$ cat config.mk
export PLATFORM = sky130hd
export DESIGN_NAME = acq_wnd_seq
export DESIGN_NICKNAME = d
export VERILOG_FILES = /design/src/rtl/acq_wnd_seq.sv
export SDC_FILE = /design/constraint.sdc
export NUM_CORES = 1
export LEC_CHECK = 0
export ABC_AREA = 1
export BUFFER_PORTS_ARGS = -buffer_cell sky130_fd_sc_hd__buf_2
export CORE_UTILIZATION = 55
export DETAILED_ROUTE_END_ITERATION = 7
export HOLD_SLACK_MARGIN = 0.08
export PLACE_DENSITY = 0.82
export SETUP_SLACK_MARGIN = 0.2
export SLEW_MARGIN = 15
export SYNTH_ARGS = -nofsm -noshare
export SYNTH_HDL_FRONTEND = slang
export SYNTH_SLANG_ARGS = --single-unit
export TNS_END_PERCENT = 50
$ cat constraint.sdc
create_clock -name clk_i -period 12.4 [get_ports clk_i]
set_input_delay 0 -clock clk_i [delete_from_list [all_inputs] [get_ports clk_i]]
set_output_delay 0 -clock clk_i [all_outputs]
set_load 0.1 [all_outputs]
$ cat src/rtl/acq_wnd_seq.sv
// Echo acquisition-window sequencer.
// Issues NUM_ECHOES acquisition windows, one per echo period, and tracks the
// ACQ_WND/DONE handshake with the downstream window generator. Reports normal
// completion on seq_done_o and a sticky overrun when a DONE is missing.
//
//   state    | meaning
//   ---------+----------------------------------------------------------
//   S_IDLE   | waiting for start_i; parameters latched on an accepted start
//   S_RUN    | stepping through echo periods, generating windows
//   S_DRAIN  | last period over; waiting up to one period for the last DONE
//   S_FINISH | one-cycle completion pulse, then back to idle
module acq_wnd_seq #(
    parameter int ECHO_CNT_WIDTH = 16,
    parameter int PERIOD_WIDTH   = 32
) (
    input  logic                      clk_i,
    input  logic                      rst_ni,
    input  logic                      start_i,
    input  logic                      abort_i,
    input  logic [ECHO_CNT_WIDTH-1:0] num_echoes_i,
    input  logic [PERIOD_WIDTH-1:0]   echo_period_i,
    input  logic [PERIOD_WIDTH-1:0]   wnd_delay_i,
    input  logic [PERIOD_WIDTH-1:0]   wnd_len_i,
    input  logic                      acq_done_i,
    output logic                      acq_wnd_o,
    output logic [ECHO_CNT_WIDTH-1:0] echo_idx_o,
    output logic                      busy_o,
    output logic                      seq_done_o,
    output logic                      overrun_o
);

    localparam logic [1:0] S_IDLE   = 2'd0;
    localparam logic [1:0] S_RUN    = 2'd1;
    localparam logic [1:0] S_DRAIN  = 2'd2;
    localparam logic [1:0] S_FINISH = 2'd3;

    logic [1:0]                state_q, state_d;
    logic [PERIOD_WIDTH-1:0]   pcnt_q, pcnt_d;
    logic [ECHO_CNT_WIDTH-1:0] echo_idx_q, echo_idx_d;
    logic [ECHO_CNT_WIDTH-1:0] num_q;
    logic [PERIOD_WIDTH-1:0]   per_q, dly_q, len_q;
    logic                      pend_q, pend_d;
    logic                      ovr_q, ovr_d;
    logic                      wnd_q, wnd_d;
    logic                      wnd_prev_q;
    logic                      busy_q, busy_d;
    logic                      done_q, done_d;

    logic                      load;
    logic [PERIOD_WIDTH-1:0]   per_in;
    logic [PERIOD_WIDTH-1:0]   per_e, dly_e, len_e;
    logic [PERIOD_WIDTH-1:0]   per_m1;
    logic [PERIOD_WIDTH:0]     wnd_sum, wnd_lim, wnd_end;
    logic                      wnd_rise;
    logic                      pend_after;
    logic                      last_cyc;
    logic                      last_echo;

    // Parameter selection and window bounds; the bounds use the incoming
    // values on the start cycle so a zero delay still opens in the first cycle.
    always_comb begin
        load       = (state_q == S_IDLE) && start_i;
        per_in     = (echo_period_i < PERIOD_WIDTH'(2)) ? PERIOD_WIDTH'(2) : echo_period_i;
        per_e      = load ? per_in      : per_q;
        dly_e      = load ? wnd_delay_i : dly_q;
        len_e      = load ? wnd_len_i   : len_q;
        per_m1     = per_q - PERIOD_WIDTH'(1);
        wnd_sum    = {1'b0, dly_e} + {1'b0, len_e};
        wnd_lim    = {1'b0, per_e - PERIOD_WIDTH'(1)};
        wnd_end    = (wnd_sum < wnd_lim) ? wnd_sum : wnd_lim;
        wnd_rise   = wnd_q && !wnd_prev_q;
        pend_after = pend_q && !acq_done_i;
        last_cyc   = (pcnt_q == per_m1);
        last_echo  = (echo_idx_q == (num_q - ECHO_CNT_WIDTH'(1)));
    end

    // Sequencer next-state, counters and handshake bookkeeping.
    always_comb begin
        state_d    = state_q;
        pcnt_d     = pcnt_q;
        echo_idx_d = echo_idx_q;
        pend_d     = pend_q;
        ovr_d      = ovr_q;

        // A DONE in the same cycle as a rise is credited to the older window.
        if (state_q != S_IDLE) begin
            pend_d = pend_after;
            if (wnd_rise) begin
                pend_d = 1'b1;
                if (pend_after) ovr_d = 1'b1;
            end
        end

        case (state_q)
            S_IDLE: begin
                if (start_i) begin
                    ovr_d      = 1'b0;
                    pend_d     = 1'b0;
                    pcnt_d     = '0;
                    echo_idx_d = '0;
                    state_d    = (num_echoes_i == '0) ? S_FINISH : S_RUN;
                end
            end
            S_RUN: begin
                if (last_cyc) begin
                    pcnt_d = '0;
                    if (last_echo) state_d = S_DRAIN;
                    else           echo_idx_d = echo_idx_q + ECHO_CNT_WIDTH'(1);
                end else begin
                    pcnt_d = pcnt_q + PERIOD_WIDTH'(1);
                end
            end
            S_DRAIN: begin
                if (!pend_after) begin
                    state_d = S_FINISH;
                end else if (last_cyc) begin
                    ovr_d   = 1'b1;
                    state_d = S_FINISH;
                end else begin
                    pcnt_d = pcnt_q + PERIOD_WIDTH'(1);
                end
            end
            default: begin
                state_d = S_IDLE;
            end
        endcase

        if (abort_i && (state_q != S_IDLE)) begin
            state_d    = S_IDLE;
            ovr_d      = ovr_q;
            echo_idx_d = echo_idx_q;
        end
    end

    // Registered outputs derived from the next state so they line up with pcnt.
    always_comb begin
        wnd_d  = (state_d == S_RUN) && (pcnt_d >= dly_e) && ({1'b0, pcnt_d} < wnd_end);
        busy_d = (state_d == S_RUN) || (state_d == S_DRAIN);
        done_d = (state_d == S_FINISH);
    end

    // Control and output registers.
    always_ff @(posedge clk_i or negedge rst_ni) begin
        if (!rst_ni) begin
            state_q    <= S_IDLE;
            pcnt_q     <= '0;
            echo_idx_q <= '0;
            pend_q     <= 1'b0;
            ovr_q      <= 1'b0;
            wnd_q      <= 1'b0;
            wnd_prev_q <= 1'b0;
            busy_q     <= 1'b0;
            done_q     <= 1'b0;
        end else begin
            state_q    <= state_d;
            pcnt_q     <= pcnt_d;
            echo_idx_q <= echo_idx_d;
            pend_q     <= pend_d;
            ovr_q      <= ovr_d;
            wnd_q      <= wnd_d;
            wnd_prev_q <= wnd_q;
            busy_q     <= busy_d;
            done_q     <= done_d;
        end
    end

    // Sequence parameters, captured only on an accepted start.
    always_ff @(posedge clk_i or negedge rst_ni) begin
        if (!rst_ni) begin
            num_q <= '0;
            per_q <= PERIOD_WIDTH'(2);
            dly_q <= '0;
            len_q <= '0;
        end else if (load) begin
            num_q <= num_echoes_i;
            per_q <= per_in;
            dly_q <= wnd_delay_i;
            len_q <= wnd_len_i;
        end
    end

    assign acq_wnd_o  = wnd_q;
    assign echo_idx_o = echo_idx_q;
    assign busy_o     = busy_q;
    assign seq_done_o = done_q;
    assign overrun_o  = ovr_q;

endmodule

=== Word level (Yosys, flattened, before mapping) ===
Index checks and enable logic that the tools add are counted.
Widths: inputs -> output; s select.

* Logic and storage cells: 81
* Input bits: 117
* Bits in registers: 168

* Bitwise logic cells: 1
* Reductions and logical operators: 14
* Mux-type cells: 33
* Order comparisons: 4
* Equal/unequal tests: 10
* Add/sub/neg operators: 6

{| class="wikitable"
|+ Operators by type and width
! kind !! count
|-
| $mux 32 || 8
|-
| $pmux 32 s3 || 1
|-
| $sub 32x1->32 const B || 2
|-
| $mux 16 || 3
|-
| $add 32x32->33 || 1
|-
| $lt 32x33->1 || 1
|-
| $lt 33x32->1 || 1
|-
| $mux 33 || 1
|-
| $add 32x1->32 const B || 1
|-
| $eq 32x32->1 || 1
|-
| $ge 32x32->1 || 1
|-
| $lt 32x2->1 const B || 1
|-
| $pmux 16 s2 || 1
|-
| $add 16x1->16 const B || 1
|-
| $eq 16x16->1 || 1
|-
| $logic_not 16->1 || 1
|-
| $sub 16x1->16 const B || 1
|-
| $mux 2 || 7
|-
| $mux 1 || 10
|-
| $eq 2x2->1 const B || 3
|-
| $logic_and 1x1->1 || 6
|-
| $ne 2x2->1 const B || 3
|-
| $pmux 2 s3 || 1
|-
| $reduce_and 5->1 || 1
|-
| other kinds (7) || 10
|}

=== Longest topological paths before layout ===
Gate-level depths: netlist of run 1.

* Depth after elaboration: 9
* Mapped depth: 48
* Gate-level depth less buffers: 43

=== Worst setup path before layout of run 1 ===
Ideal clock, no wire load.

* Path kind: register to register
* From: register state_q[0]
* To: register wnd_q (netlist: acq_wnd_o)
* Cell stages (with the launch flop): 45
* Setup slack: 6.333 ns
* Buffers on the path: 7
* Required time: 12.286 ns
* Arrival time: 5.952 ns
* Cells stage by stage: dfrtp_1 nor2_4 nand2_4 buf_6 buf_6 buf_2 clkbuf_1 clkbuf_1 clkbuf_1 nand2_1 nand2_1 ha_1 nand2_1 inv_1 a21oi_1 nand2_1 nand2_1 nand2_1 (+9 left out) o21bai_1 nand2_1 nand2_1 nor2_1 nand2_1 inv_1 nand2_1 clkbuf_1 nand2_1 o21ai_0 ha_1 nand2_1 nor3_1 nor4b_1 and3_1 nand2_1 nand2_1 nor2_1

* Longest elaborated chain between the ends: 8
* Elaborated cells between the ends (all ways): 26

{| class="wikitable"
|+ RTL lines
! item !! line !! text
|-
| start: declaration || 37 || <nowiki>logic [1:0] state_q, state_d;</nowiki>
|-
| start signal: assignment || 155 || <nowiki>state_q <= state_d;</nowiki>
|-
| $logic_not 2->1 * || 62 || <nowiki>load = (state_q == S_IDLE) && start_i;</nowiki>
|-
| $logic_and 1x1->1 * || 62 ||
|-
| $mux 32 * || -- ||
|-
| via len_e[7] || 51 || <nowiki>logic [PERIOD_WIDTH-1:0] per_e, dly_e, len_e;</nowiki>
|-
| $add 32x32->33 * || 68 || <nowiki>wnd_sum = {1'b0, dly_e} + {1'b0, len_e};</nowiki>
|-
| $lt 33x32->1 || 70 || <nowiki>wnd_end = (wnd_sum < wnd_lim) ? wnd_sum : wnd_lim;</nowiki>
|-
| $mux 33 * || 70 ||
|-
| $lt 32x33->1 * || 137 || <nowiki>wnd_d = (state_d == S_RUN) && (pcnt_d >= dly_e) && ({1'b0, pcnt_d} < wnd_end);</nowiki>
|-
| $logic_and 1x1->1 * || 137 ||
|-
| via wnd_d || 44 || <nowiki>logic wnd_q, wnd_d;</nowiki>
|-
| end signal: assignment || 160 || <nowiki>wnd_q <= wnd_d;</nowiki>
|-
| end: declaration || 44 ||
|}

Mark *: on every way through the listed nets, which the timed path passes. The rest lies on a longest branch.
A chain may end at the register's enable or synchronous reset.

=== Worst setup path in the final report of run 1 ===
* From: register state_q[0]
* To: register wnd_q (netlist: acq_wnd_o)

* Longest elaborated chain between the ends: 8
* Elaborated cells between the ends (all ways): 26

{| class="wikitable"
|+ RTL lines
! item !! line
|-
| $logic_not 2->1 * || 62
|-
| $logic_and 1x1->1 * || 62
|-
| $mux 32 * || --
|-
| via dly_e[16] || 51
|-
| $add 32x32->33 || 68
|-
| $lt 33x32->1 || 70
|-
| $mux 33 || 70
|-
| $lt 32x33->1 || 137
|-
| $logic_and 1x1->1 * || 137
|-
| via wnd_d || 44
|}

Marks and branches as above.

==> run_results.csv, run 1 <==
group,metric,value,unit
outcome,status,"finished, violations left",
outcome,violations,"DRC",
cts,postCtsSetupBuffers,0,
logic_synthesis,syn_inst,2344,
cts,cts_hold_buf,114,
global_routing,grt_pass1_wl,87100,um
routing,firstDrtPassIters,8,
routing,num_vias,17000,
placement,place.gp.congestion,0.990,
global_routing,grt_overflow_total,0,
logic_synthesis,netlist_area,0.0157,mm2
run,cap_violations,0,
cells_and_area,nets,2811,
logic_synthesis,synth_largest_area_cell,"dfrtp_1",
floorplan,rows,61,
cells_and_area,layout.cells.non_filler,2951,
floorplan,ioPinCount,137,
floorplan,die_area,0.0293,mm2
timing,slew_viol_final,0,
placement,io_buffers,136,
worst_setup_path,r2r_cells,38,
worst_setup_path,critical_path_class,"flip-flop to flip-flop",
cts,clock_path_buffers,2,
floorplan,fp.dieH,171,um
timing,setup_tns,0,ns
routing,drc,6,
placement,place_ws,4.59,ns
worst_setup_path,r2r-end,"acq_wnd_o$_DFF_PN0_",
logic_synthesis,ys_warn_count,0,
logic_synthesis,synthArstFlopShare,100,%
placement,dp_cells,2804,
timing,fin_ws,4.41,ns
timing,rsz0062_at_grt,"no",
worst_hold_path,min_path_type,"input pin to flip-flop",
routing,final_antenna_net_count,0,
cts,post_cts_resized,0,
logic_synthesis,syn_area_per_cell,6.72,um2
cts,cts.reportedPaths.clkPinSlew,0.07,ns
worst_setup_path,timing.rr.start,"state_q[0]$_DFF_PN0_",
cells_and_area,n_fill_cell,2434,
logic_synthesis,ys_ff_latch,168,
logic_synthesis,ys_top_cells_by_area,"dfrtp_1, nand2_1, ha_1",
cts,cts.htree.levels,4,
timing,tightest_slew,1.04,ns
timing,fin_worst_skew,0.0113,ns
worst_setup_path,slowest_stage,"buf_4",
worst_setup_path,max_stage_delay,0.70,ns
logic_synthesis,seq_area_frac_synth,26.7,%
logic_synthesis,synth_ff_type,"dfrtp_1",
floorplan,start_util,56.2,%
global_routing,track_usage,38.9,%
timing,fin_crit,7.99,ns
worst_setup_path,required,12.75,ns
logic_synthesis,synth_cell_types,56,
logic_synthesis,synth-edff-count,0,
worst_setup_path,cp-start-kind,"flip-flop",
cts,cts_tree,"built",
placement,dp_hpwl,40800,um
timing,setup_violations,0,
pwr,p_leak,0.00924,uW
routing,wl,55200,um
timing,finalCritPeriodShare,64.4,%
cells_and_area,postLayoutCoreUtil,65.7,%
routing,first_iter_violations,1720,
global_routing,grt_antenna_before_repair,0,
cells_and_area,multiInputGateArea,0.0103,mm2
worst_setup_path,r2r_slack,4.41,ns
timing,fmax,125,MHz
pwr,ir_drop,0.000244,V
cts,cts_buffers,17,
routing,post_drt_via_cell_ratio,5.76,
cells_and_area,drive_gt1_share,11.7,%
worst_setup_path,crit_start,"state_q[0]$_DFF_PN0_",
floorplan,dieWidth,171,um
cells_and_area,syn_to_final_growth,16.9,%
routing,post_drt_wl_per_cell,18.7,um
worst_setup_path,arrival,8.34,ns
global_routing,first_global_vias,16700,
logic_synthesis,synth_nets,2596,
worst_setup_path,cp-end-kind,"flip-flop",
cts,cts_root_buffer,"clkbuf_16",
worst_setup_path,crit_fanout,83,
global_routing,grt_max_degree,93,
logic_synthesis,yosysTopAreaCellShare,26.5,%
cts,clock-sinks,168,
cts,insertion_delay,0.46,ns
worst_setup_path,worstSetupEndpoint,"acq_wnd_o$_DFF_PN0_",
cells_and_area,seq_area,0.00421,mm2
pwr,powerDensity,291,mW/mm2
worst_setup_path,path_common_cell,"nand2_1",
floorplan,coreArea,0.0280,mm2
timing,hold_viol,0,
timing,holdWs,0.188,ns
timing,slew_headroom,30.8,%
## layout by cell type, fill, tap and decap left out, types with 4 or more instances in the layout
master and n:
o21ai_0 123, nand2_4 4, buf_2 135, nand4_1 40
buf_4 10, xor2_1 111, a31oi_1 6, nor3b_1 4
nand2_2 14, nor2_2 13, inv_8 4, nor2_4 7
o21ai_2 10, nor4_1 19, clkbuf_16 17, inv_2 4
a21oi_1 89, nand3_1 169, o211ai_1 6, or2_2 60
dfrtp_1 167, nand3b_1 13, and3_1 5, ha_1 134
nand2_1 677, dlygate4sd3_1 114, o21ai_1 22, inv_1 245
o21bai_1 6, xnor2_1 42, nor3_1 29, nor2_1 222
## metrics by stage
| stage | total power [uW] | area [um2] |
|---|---|---|
| floorplan | 3730 | 15700 |
| detailed placement | 4660 | 16700 |
| finish | 5360 | 18400 |
| global route | 5880 | 18400 |
| global placement | 4570 | 16700 |
| CTS | 5270 | 18400 |
## Yosys cell counts (2+ instances only)
cell type,number
a211oi_1,3
a21o_1,3
a21oi_1,89
a31o_2,3
a31oi_1,6
and2_1,3
and3_1,5
buf_1,2
buf_2,12
buf_6,8
clkbuf_1,41
dfrtp_1,167
ha_1,134
inv_1,245
inv_2,4
nand2_1,677
nand2_2,14
nand2_4,4
nand3_1,169
nand3_2,3
nand3b_1,13
nand4_1,40
nor2_1,223
nor2_2,12
nor2_4,7
nor3_1,29
nor3b_1,4
nor4_1,19
o2111ai_1,2
o211ai_1,6
o21a_1,3
o21ai_0,123
o21ai_1,22
o21ai_2,10
o21bai_1,6
or2_1,3
or2_2,60
xnor2_1,42
xor2_1,111
## where the power goes
| group | internal [uW] | total, uW | leakage (uW) | switching [uW] |
|---|---|---|---|---|
| combinational | 1360 | 3880 | 0.00685 | 2520 |
| sequential | 743 | 924 | 0.00210 | 181 |
| clock | 292 | 562 | 0.000288 | 270 |
| total | 2390 | 5360 | 0.00924 | 2970 |
## flip-flops by register name, summed over array words and instances (netlist names)
name,cells
per_q,32
echo_idx_o,16
wnd_prev_q,1
pend_q,1
busy_o,1
seq_done_o,1
overrun_o,1
pcnt_q,32
state_q,2
acq_wnd_o,1
dly_q,32
num_q,16
len_q,32
## worst max-delay path: cells and delay by family (launching register included)
kind                       cells  cell delay [ns]
buffers and inverters          6             1.93
and+or+nand+nor               19             2.68
xor gates and xnor gates       1             0.13
adders and majority gates      3             0.92
DFF                            1             0.48
AOI/OAI and AO/OA              9             1.62
## area by class of cell
cell class	instances	area share [%]
clock inverter	14	0.863
tap	378	2.57
clock buffer	18	2.39
antenna	1	0.0136
inverter	250	5.10
timing repair buffer	260	10.3
multi-input combinational	1862	55.9
sequential	168	22.8
## cell families after synthesis
kind of cell    after synthesis  synth area share (%)
simple gates               1289                  36.0
buf+inv                     314                  7.98
compound gates              285                  10.0
flops                       168                  26.7
xor+xnor                    153                  8.51
fa+ha+maj                   135                  10.8
## per-layer routing
metal	global-route usage (%)	share of wire (%)	up-vias
li1	-	-	8039
met1	47.6	40	7915
met2	65.4	47	806
met3	7.13	7.1	227
met4	20.3	5.3	0
met5	0	0	-
## how the worst min path moves through the flow
stage                            from               endpoint  slack, ns  depth (start not counted)
CTS                 echo_period_i[23]    per_q[23]$_DFF_PN0_       0.11                          3
floorplan                      rst_ni    acq_wnd_o$_DFF_PN0_      -0.30                          0
detailed placement             rst_ni    len_q[20]$_DFF_PN0_       0.15                          1
finish                     acq_done_i  overrun_o$_DFFE_PN0N_       0.19                          5
global route        echo_period_i[23]    per_q[23]$_DFF_PN0_       0.15                          3
global placement               rst_ni    len_q[17]$_DFF_PN0_       0.14                          1
No activity file was read; power rests on OpenSTA's default activity.
==> inputs of run 2 (changes only) <==
==> constraint.sdc (replaced) <==
create_clock -name clk_i -period 8.31 [get_ports clk_i]
set_input_delay 0 -clock clk_i [delete_from_list [all_inputs] [get_ports clk_i]]
set_output_delay 0 -clock clk_i [all_outputs]
set_load 0.1 [all_outputs]
==> run 2 against run 1 <==
The flow now finishes without violations. Global-route usage down 0.55 points. Sequential cell count unchanged. Register-to-register slack worse by 3.5 ns. Die area unchanged. Sequential power up 48%. Final area about the same.
==> run_results.csv, run 2 (same netlist as run 1, synthesis figures left out) <==
group,metric,value,unit
worst_setup_path,required,8.70,ns
routing,final_antenna_net_count,0,
worst_setup_path,r2r_slack,0.88,ns
routing,post_drt_via_cell_ratio,5.78,
timing,holdWs,0.135,ns
cts,cts_tree,"built",
cts,clock_path_buffers,2,
pwr,clkPwrFrac,10.6,%
worst_setup_path,crit_start,"state_q[0]$_DFF_PN0_",
pwr,swShare,55.2,%
outcome,status,"finished, final reports clean",
placement,io_buffers,136,
pwr,internal-power,3600,uW
floorplan,dieWidth,171,um
timing,setup_tns,0,ns
worst_setup_path,r2r_cells,36,
timing,hold_viol,0,
cts,cts_root_buffer,"clkbuf_16",
timing,rsz0062_at_grt,"no",
worst_setup_path,crit_fanout,82,
global_routing,track_usage,38.4,%
pwr,power.net_switching,4440,uW
worst_setup_path,r2r-end,"acq_wnd_o$_DFF_PN0_",
global_routing,grt_max_degree,94,
cts,cts.reportedPaths.clkPinSlew,0.07,ns
run,cap_violations,0,
worst_setup_path,worstSetupEndpoint,"acq_wnd_o$_DFF_PN0_",
cells_and_area,syn_to_final_growth,16.8,%
worst_setup_path,cp-end-kind,"flip-flop",
timing,fin_worst_skew,0.0106,ns
floorplan,die_area,0.0293,mm2
global_routing,grt_antenna_before_repair,3,
cts,postCtsSetupBuffers,0,
floorplan,ioPinCount,137,
cts,insertion_delay,0.45,ns
floorplan,fp.dieH,171,um
global_routing,grt_pass1_wl,86100,um
global_routing,first_global_vias,16300,
worst_setup_path,arrival,7.82,ns
cells_and_area,n_fill_cell,2361,
routing,post_drt_wl_per_cell,18.8,um
cts,cts.htree.levels,4,
floorplan,rows,61,
worst_setup_path,critical_path_class,"flip-flop to flip-flop",
cts,cts_hold_buf,111,
pwr,powerDensity,437,mW/mm2
worst_setup_path,timing.rr.start,"state_q[0]$_DFF_PN0_",
pwr,sequentialPowerShare,17.1,%
routing,firstDrtPassIters,6,
worst_hold_path,min_path_type,"input pin to flip-flop",
cts,post_cts_resized,0,
cells_and_area,postLayoutCoreUtil,65.7,%
placement,place.gp.congestion,0.994,
floorplan,coreArea,0.0280,mm2
timing,tightest_slew,1.01,ns
timing,slew_viol_final,0,
cells_and_area,nets,2810,
worst_hold_path,hold-path-cell-count,3,
pwr,comb_power_share,72.4,%
timing,setup_violations,0,
worst_setup_path,cp-start-kind,"flip-flop",
routing,wl,55500,um
worst_setup_path,max_stage_delay,0.61,ns
cells_and_area,layout_common_cells,"nand2_1, inv_1, nor2_1",
placement,dp_hpwl,40800,um
pwr,p_leak,0.00924,uW
routing,num_vias,17000,
routing,drc,0,
timing,fin_crit,7.43,ns
timing,slew_headroom,32.9,%
cts,cts_buffers,17,
worst_setup_path,path_common_cell,"nand2_1",
routing,first_iter_violations,1773,
cells_and_area,drive_gt1_share,11.7,%
cells_and_area,layout_commonest_cell,"nand2_1",
pwr,ir_drop,0.000356,V
floorplan,start_util,56.2,%
timing,fmax,135,MHz
cts,clock-sinks,168,
worst_setup_path,slowest_stage,"buf_4",
timing,finalCritPeriodShare,89.4,%
global_routing,grt_overflow_total,0,
run 2: worst max-delay path, delay by kind of cell (launching register included):
kind	cells	cell delay, ns
simple gates	21	2.82
flops	1	0.51
fa+ha+maj	3	0.87
compound gates	4	1.04
buf+inv	8	2.03
run 2: how the worst min path moves through the flow:
stage                                     end              from  slack (ns)
after floorplan           acq_wnd_o$_DFF_PN0_            rst_ni       -0.30
after global placement    len_q[17]$_DFF_PN0_            rst_ni        0.15
after detailed placement  len_q[19]$_DFF_PN0_            rst_ni        0.16
after CTS                  per_q[4]$_DFF_PN0_  echo_period_i[4]         0.1
after global routing       per_q[4]$_DFF_PN0_  echo_period_i[4]        0.12
final                      per_q[4]$_DFF_PN0_  echo_period_i[4]        0.14
run 2: metrics by stage:
stage               instances  instance area [um2]  power, uW  setup slack (ns)
floorplan                2344                15700       5560              2.24
global placement         2806                16700       6800              1.25
detailed placement       2806                16700       6930              1.16
CTS                      2949                18400       7860              1.11
global route             2951                18400       8810             0.327
finish                   2951                18400       8050             0.877
run 2: cell type report:
cell class                      instances  area [um2]  share of cell area [%]
Clock buffer                           22         464                    2.52
Tap cell                              378         473                    2.57
Multi-Input combinational cell       1862       10300                    55.9
Antenna cell                            2        5.00                  0.0272
Sequential cell                       168        4210                    22.9
Inverter                              250         938                    5.10
Clock inverter                         10         134                   0.728
Timing Repair Buffer                  259        1890                    10.3
run 2: per-layer routing:
| layer | vias to the layer above | share of wire (%) | global-route usage (%) |
|---|---|---|---|
| met3 | 231 | 7.8 | 5.73 |
| met5 | - | 0 | 0 |
| met1 | 7882 | 40 | 47.5 |
| li1 | 8043 | - | - |
| met4 | 0 | 6.1 | 22.7 |
| met2 | 893 | 46 | 63.5 |
run 2: power by group through the flow:
| stage | Clock (uW) | Combinational, uW | Sequential [uW] |
|---|---|---|---|
| final | 849 | 5820 | 1370 |
| after global routing | 878 | 6530 | 1400 |
| after CTS | 841 | 5670 | 1350 |
| after detailed placement | 0 | 5570 | 1360 |
| after global placement | 0 | 5450 | 1350 |
| after floorplan | 0 | 4220 | 1340 |
==> inputs of run 3 (changes only) <==
--- a/config.mk
+++ b/config.mk
@@ -8,6 +8,7 @@
 export ABC_AREA = 1
 export BUFFER_PORTS_ARGS = -buffer_cell sky130_fd_sc_hd__buf_2
 export CORE_UTILIZATION = 55
+export CTS_BUF_LIST = sky130_fd_sc_hd__clkbuf_4
 export DETAILED_ROUTE_END_ITERATION = 7
 export HOLD_SLACK_MARGIN = 0.08
 export PLACE_DENSITY = 0.82
==> run 3 against run 2 <==
The run now ends with DRC left. Die area is the same. Combinational power is essentially flat. Via count grew 0.18%. Register-to-register slack lost 0.03 ns. First-iteration DRC count shrank 3.2%. Worst hold slack gained 0.024 ns. Clock-buffer cell count shrank 2. Non-clock buffer count grew 10. Critical path depth grew 1. Sequential power is essentially flat. Global-route usage shrank 0.15 points. Clock power shrank 38%. Critical path type unchanged.
==> run_results.csv, run 3 (same netlist as run 1, synthesis figures left out) <==
group,metric,value,unit
global_routing,grt_antenna_before_repair,5,
floorplan,die_area,0.0293,mm2
run,cap_violations,0,
routing,firstDrtPassIters,8,
floorplan,fp.dieH,171,um
placement,place.gp.congestion,0.994,
worst_setup_path,cp_num_buf_inv,9,
timing,slew_headroom,32.7,%
timing,fin_crit,7.47,ns
timing,tightest_slew,1.01,ns
routing,final_antenna_net_count,0,
worst_setup_path,required,8.88,ns
global_routing,grt_max_degree,83,
cts,cts_root_buffer,"clkbuf_4",
routing,first_iter_violations,1716,
worst_setup_path,r2r_slack,0.84,ns
routing,post_drt_wl_per_cell,18.6,um
outcome,status,"finished, violations left",
floorplan,ioPinCount,137,
global_routing,grt_overflow_total,0,
worst_setup_path,r2r-end,"acq_wnd_o$_DFF_PN0_",
cts,cts.htree.levels,4,
pwr,ir_drop,0.000347,V
timing,setup_violations,0,
global_routing,track_usage,38.2,%
floorplan,start_util,56.2,%
floorplan,dieWidth,171,um
worst_setup_path,cp-start-kind,"flip-flop",
timing,fmax,134,MHz
worst_setup_path,r2r_cells,37,
worst_setup_path,critPathTopFamily,"simple AND/OR/NAND/NOR gates",
floorplan,coreArea,0.0280,mm2
timing,slew_viol_final,0,
worst_setup_path,worstSetupEndpoint,"acq_wnd_o$_DFF_PN0_",
pwr,powerDensity,423,mW/mm2
pwr,p_leak,0.00916,uW
cells_and_area,drive_gt1_share,11.7,%
worst_setup_path,arrival,8.03,ns
placement,io_buffers,136,
worst_setup_path,path_common_cell,"nand2_1",
worst_setup_path,timing.rr.start,"state_q[0]$_DFF_PN0_",
cts,insertion_delay,0.62,ns
placement,dp_hpwl,40800,um
routing,wl,55200,um
worst_setup_path,cp-end-kind,"flip-flop",
placement,placed_area,0.0167,mm2
worst_hold_path,min_path_type,"input pin to flip-flop",
cts,clock_path_buffers,2,
worst_setup_path,max_stage_delay,0.64,ns
timing,finalCritPeriodShare,89.8,%
outcome,violations,"DRC",
cells_and_area,layout_common_cells,"nand2_1, inv_1, nor2_1",
cts,cts_buffers,17,
routing,drc,4,
global_routing,first_global_vias,16300,
cells_and_area,syn_to_final_growth,15.7,%
cts,cts.reportedPaths.clkPinSlew,0.17,ns
worst_setup_path,crit_fanout,82,
timing,setup_tns,0,ns
routing,post_drt_via_cell_ratio,5.76,
routing,num_vias,17100,
cells_and_area,layout_commonest_cell,"nand2_1",
worst_setup_path,crit_start,"state_q[0]$_DFF_PN0_",
timing,hold_viol,0,
floorplan,rows,61,
timing,rsz0062_at_grt,"no",
cts,clock-sinks,168,
cells_and_area,n_fill_cell,2392,
worst_setup_path,cp.depth,37,
worst_setup_path,critical_path_class,"flip-flop to flip-flop",
worst_setup_path,slowest_stage,"dlygate4sd3_1",
global_routing,grt_pass1_wl,86000,um
cells_and_area,postLayoutCoreUtil,65.1,%
cells_and_area,fin_area,0.0182,mm2
timing,fin_worst_skew,0.0238,ns
pwr,p_total,7710,uW
cts,cts_tree,"built",
cells_and_area,nets,2820,
## run 3: repair_timing
action,CTS,global route
resized for setup,0,4
hold buffers,121,0
buffers inserted,0,0
endpoints found under the hold margin,216,0
endpoints found under the setup margin,0,1
## run 3: worst register-to-register path, delay by kind of cell, from the launching register on
family / cells / cell delay (ns)
AND/OR/NAND/NOR: 21 / 2.58
buffers and inverters: 9 / 2.39
AO/OA/AOI/OAI: 4 / 1.03
adder cells (fa/ha/maj): 3 / 0.85
flip-flops: 1 / 0.55
## run 3: cell type report
cell class | instances | area, um2 | area share [%]
Tap cell | 378 | 473 | 2.59
Antenna cell | 5 | 12.5 | 0.0686
Timing Repair Buffer | 269 | 2010 | 11.0
Multi-Input combinational cell | 1862 | 10300 | 56.5
Clock buffer | 20 | 150 | 0.824
Clock inverter | 12 | 141 | 0.776
Sequential cell | 168 | 4210 | 23.1
Inverter | 250 | 940 | 5.16
## run 3: how the worst min path moves through the flow
stage,start,endpoint,cells after the start
2_1_floorplan,rst_ni,acq_wnd_o$_DFF_PN0_,0
3_5_place_dp,rst_ni,len_q[19]$_DFF_PN0_,1
4_1_cts,wnd_len_i[8],len_q[8]$_DFF_PN0_,4
3_3_place_gp,rst_ni,len_q[17]$_DFF_PN0_,1
6_report,wnd_len_i[10],len_q[10]$_DFF_PN0_,4
5_1_grt,wnd_len_i[10],len_q[10]$_DFF_PN0_,4
## run 3: through the flow
step	setup slack, ns	cells	hold slack, ns
floorplan	2.24	2344	-0.296
global placement	1.25	2806	0.151
detailed placement	1.16	2806	0.157
CTS	0.534	2959	0.120
global route	0.297	2962	0.167
finish	0.845	2964	0.159
## run 3: power breakdown
group | internal, uW | switching (uW)
Combinational | 2030 | 3780
Clock | 195 | 331
Sequential | 1110 | 268
## run 3: metal layers
metal  track usage, %  part of all wire [%]  up-vias  wire, um
met5                0                     0        -         0
met4             22.1                   6.1        0      3360
met3             5.59                   7.7      236      4260
met2             63.0                    46      905     25500
met1             47.8                    40     7873     22100
li1                 -                     -     8066         -
